`config.mk`:
```
export PLATFORM = sky130hd
export DESIGN_NAME = mul_hilo_ctrl
export DESIGN_NICKNAME = d
export VERILOG_FILES = /design/src/rtl/mul_hilo_ctrl.sv
export SDC_FILE = /design/constraint.sdc
export NUM_CORES = 1
export LEC_CHECK = 0
export ABC_AREA = 1
export CAP_MARGIN = 20
export CORE_ASPECT_RATIO = 1.25
export CORE_MARGIN = 3
export CORE_UTILIZATION = 42
export CTS_BUF_LIST = sky130_fd_sc_hd__clkbuf_8
export CTS_CLUSTER_DIAMETER = 30
export DETAILED_ROUTE_END_ITERATION = 10
export GPL_TIMING_DRIVEN = 0
export PLACE_DENSITY = 0.94
export SLEW_MARGIN = 10
export SYNTH_ARGS = -nofsm -noshare
export SYNTH_HDL_FRONTEND = slang
export SYNTH_SLANG_ARGS = --single-unit
```
`constraint.sdc`:
```
create_clock -name clk -period 5 [get_ports clk]
set_input_delay 0.5 -clock clk [delete_from_list [all_inputs] [get_ports clk]]
set_output_delay 0.5 -clock clk [all_outputs]
set_load 0.03 [all_outputs]
```
`src/rtl/mul_hilo_ctrl.sv`:
```
// mul_hilo_ctrl: sequencing controller for an iterative 32x32 signed multiplier with HI/LO result registers.
//
// Ports:
//   clk, rst          clock and asynchronous active-high reset
//   start             multiply request, only sampled in IDLE
//   op_a, op_b        signed operands, captured together with an accepted start
//   mul_x, mul_y      registered operands driven to the downstream multiplier
//   mul_load          one-cycle pulse telling the multiplier to clear and restart
//   mul_z             signed 64-bit product returned by the multiplier
//   bus_in            data for direct HI/LO writes
//   hi_wr, lo_wr      direct-write strobes for HI and LO
//   hi_out, lo_out    registered HI and LO values
//   busy              high while a multiply is in progress
//   done              one-cycle pulse marking that HI/LO hold a new product
//
// Optional feature: define MUL_ZERO_SKIP_EN to short-circuit multiplies with a
// zero operand straight to the capture state, writing a zero product.
module mul_hilo_ctrl #(
   parameter int ITERS = 32
) (
   input  logic        clk,
   input  logic        rst,
   input  logic        start,
   input  logic [31:0] op_a,
   input  logic [31:0] op_b,
   output logic [31:0] mul_x,
   output logic [31:0] mul_y,
   output logic        mul_load,
   input  logic [63:0] mul_z,
   input  logic [31:0] bus_in,
   input  logic        hi_wr,
   input  logic        lo_wr,
   output logic [31:0] hi_out,
   output logic [31:0] lo_out,
   output logic        busy,
   output logic        done
);
   typedef enum logic [1:0] {IDLE, LOAD, RUN, CAPT} state_t;
   localparam logic [5:0] LAST = 6'(ITERS - 1);
   state_t      state_q, state_d;
   logic [5:0]  cnt_q, cnt_d;
   logic [31:0] x_q, x_d, y_q, y_d, hi_q, hi_d, lo_q, lo_d;
   logic        done_q, done_d, zero_q, zero_d, zero_op;
`ifdef MUL_ZERO_SKIP_EN
   assign zero_op = (op_a == 32'd0) || (op_b == 32'd0);
`else
   assign zero_op = 1'b0;
`endif
   always_comb begin
      state_d = state_q;
      cnt_d   = cnt_q;
      x_d     = x_q;
      y_d     = y_q;
      zero_d  = zero_q;
      done_d  = 1'b0;
      hi_d    = hi_wr ? bus_in : hi_q;
      lo_d    = lo_wr ? bus_in : lo_q;
      case (state_q)
         IDLE: if (start) begin
            x_d     = op_a;
            y_d     = op_b;
            zero_d  = zero_op;
            state_d = zero_op ? CAPT : LOAD;
         end
         LOAD: begin
            cnt_d   = 6'd0;
            state_d = RUN;
         end
         RUN: begin
            cnt_d   = cnt_q + 6'd1;
            state_d = (cnt_q == LAST) ? CAPT : RUN;
         end
         // capture is assigned after the direct writes so it wins a collision
         CAPT: begin
            hi_d    = zero_q ? 32'd0 : mul_z[63:32];
            lo_d    = zero_q ? 32'd0 : mul_z[31:0];
            done_d  = 1'b1;
            state_d = IDLE;
         end
         default: state_d = IDLE;
      endcase
   end
   always_ff @(posedge clk or posedge rst) begin
      if (rst) begin
         state_q <= IDLE;
         cnt_q   <= 6'd0;
         x_q     <= 32'd0;
         y_q     <= 32'd0;
         hi_q    <= 32'd0;
         lo_q    <= 32'd0;
         done_q  <= 1'b0;
         zero_q  <= 1'b0;
      end else begin
         state_q <= state_d;
         cnt_q   <= cnt_d;
         x_q     <= x_d;
         y_q     <= y_d;
         hi_q    <= hi_d;
         lo_q    <= lo_d;
         done_q  <= done_d;
         zero_q  <= zero_d;
      end
   end
   assign mul_x    = x_q;
   assign mul_y    = y_q;
   assign hi_out   = hi_q;
   assign lo_out   = lo_q;
   assign done     = done_q;
   assign mul_load = (state_q == LOAD);
   assign busy     = (state_q != IDLE);
endmodule

```
==> impl_metrics.tcl <==
set metrics [dict create \
    status "finished, final reports clean" \
    fp.dieW_um 112 \
    die_h_um 139 \
    gp_congestion 0.857 \
    routedWlPerCell_um 17.6 \
    cts_hold_buf 0 \
    netlist_instances 681 \
    path_clk_slew_ns 0.08 \
    cp-end-kind "output port" \
    drtIter0Drc 473 \
    postLayoutCellArea_um2 9590 \
    grt_max_degree 70 \
    coreArea_um2 13500 \
    hold_class "reg -> reg" \
    finalSetupViolations 0 \
    p_per_area_nw_per_um2 688 \
    core.rowCount 47 \
    finalHoldViolCount 0 \
    crit_arrival_ns 1.99 \
    drc_errors 0 \
    via_per_inst 5.16 \
    holdWs_ns 0.474 \
    fin_skew_ns 0.00874 \
    nets 1167 \
    cts_num_sinks 137 \
    cts_tree "done" \
    yosysSeqAreaShare_pct 57.9 \
    rsz0062_at_grt "false" \
    final_core_utilization_pct 70.9 \
    syn_area_per_cell_um2 8.70 \
    critPathLaunchType "flop" \
    area_growth_pct 61.9 \
    finalMaxSlewViolations 0 \
    tightest_slew_ns 0.667 \
    p_leak_nw 4.49 \
    max_cap_viol_count 0 \
    synth.distinct_cells 20 \
    layout_common_cells "clkdlybuf4s50_1 (295), nand2_1 (205), dfrtp_1 (137), a21oi_1 (68), nand3_1 (67)" \
    grt_pass1_vias 6342 \
    cts_root_buf "clkbuf_8" \
    grt_pass1_wl_um 32600 \
    io_buffers 295 \
    dr_total_vias 6086 \
    cp.required_ns 4.50 \
    syn-num-nets 852 \
    ys_warn_count 0 \
    grt_overflow 0 \
    total_power_w 0.00660 \
    fmax_mhz 402 \
    layout-drive-gt1-share_pct 7.54 \
    netlist_area_um2 5920 \
    antenna_cells 0 \
    worstPathMaxFanout 4 \
    final_common_cell "clkdlybuf4s50_1" \
    grt_use_total_pct 26.6 \
    crit_type "reg -> out" \
    synth-edff-count 0 \
    routed_wl_um 20800 \
    synth-seq-cells 137 \
    dp_slack_ns 2.98 \
    clk_latency_ns 0.44 \
    antenna_found_initial 1 \
    initial_core_util_pct 43.8 \
    htree_levels 4 \
    layout_min_cycle_time_ns 2.49 \
    synthArstFlopShare_pct 100 \
    layout_setup_ws_ns 2.51 \
    synth_ff_type "dfrtp_1" \
    maxSlewHeadroom_pct 55.6 \
    drtPass1Iterations 6 \
    clockBufferDepth 2 \
    period_share_pct 49.7 \
    vdd_drop_max_mv 0.400 \
    dpl.hpwl_um 15900 \
    floorplan.die_area_um2 15600 \
    postRouteAntennaNets 0 \
    post_cts_buffers 0 \
    cts_resized 0 \
    dpl_cell_area_um2 9120 \
    io_pins 296 \
    cts_buffers 17 \
]
[power breakdown]
group / switching (W) / total, W / leakage (nW) / internal (W)
Clock: 0.000466 / 0.00108 / 0.226 / 0.000612
Sequential: 0.000307 / 0.00193 / 1.70 / 0.00163
Combinational: 0.00218 / 0.00358 / 2.56 / 0.00140
[critical path: stages (launching register included)]
cell and delay [ns]:
dfrtp_1 0.41, inv_1 0.11, ha_1 0.26, inv_1 0.11, clkdlybuf4s50_1 0.67
[area by class of cell]
cell class                 instances  area [um^2]
buffer                            43          269
fill                             968         3940
inverter                          40          155
clock buffer                      18          248
tap                              171          214
timing repair buffer             296         2980
multi-input combinational        461         2080
clock inverter                    13          218
sequential                       137         3430
[through the flow]
| step | TNS (ns) | cells |
|---|---|---|
| 3_5_place_dp | 0 | 1148 |
| 3_3_place_gp | -135.42 | 1147 |
| 5_1_grt | 0 | 1179 |
| 6_report | 0 | 1179 |
| 2_1_floorplan | 0 | 681 |
| 4_1_cts | 0 | 1179 |
[flip-flops by register name, summed over array words and instances (netlist names)]
signal,cells
hi_out,32
done,1
lo_out,32
mul_x,32
state_q,2
mul_y,32
cnt_q,6
[cell families (layout without fill, tap and decap cells)]
| family | after synthesis | after routing | share of synthesized area, % |
|---|---|---|---|
| and+or+nand+nor | 320 | 320 | 22.3 |
| AOI/OAI and AO/OA | 135 | 135 | 11.4 |
| buffers and inverters | 83 | 410 | 7.07 |
| adders and majority gates | 6 | 6 | 1.27 |
| DFF | 137 | 137 | 57.9 |
[synthesized netlist by cell type, types with 2 or more instances]
cell	count	area [um^2]
nor2_1	43	161
clkbuf_1	2	7.51
o21ai_0	26	130
dfrtp_1	137	3430
ha_1	6	75.1
buf_2	28	140
o21ai_1	40	200
nand2_1	205	769
nor2_8	2	40.0
clkbuf_2	4	20.0
buf_6	7	78.8
a21oi_1	68	340
nand3_1	67	335
inv_1	40	150
[layer usage]
layer  GRT usage, %  up-vias  share of wire [%]  wire (um)
li1               -     2835                  -          -
met1           28.6     2811                 34       7170
met2           45.2      373                 50      10300
met3           10.2       65                 11       2240
met4           13.7        2                5.0       1030
met5              0        -              0.043          9
[final timing paths]
path,depth (start not counted),to,start,slack [ns]
max in group asynchronous,3,mul_y[9],rst,3.72
hold reg to reg,2,mul_y[5],mul_y[5],0.47
setup / recovery,4,busy,state_q[0],2.51
setup reg to reg,6,mul_y[0],state_q[1],3.26
min in group asynchronous,2,hi_out[28],rst,0.52
hold / removal,2,mul_y[5],mul_y[5],0.47
(Power assumes the default switching activity.)
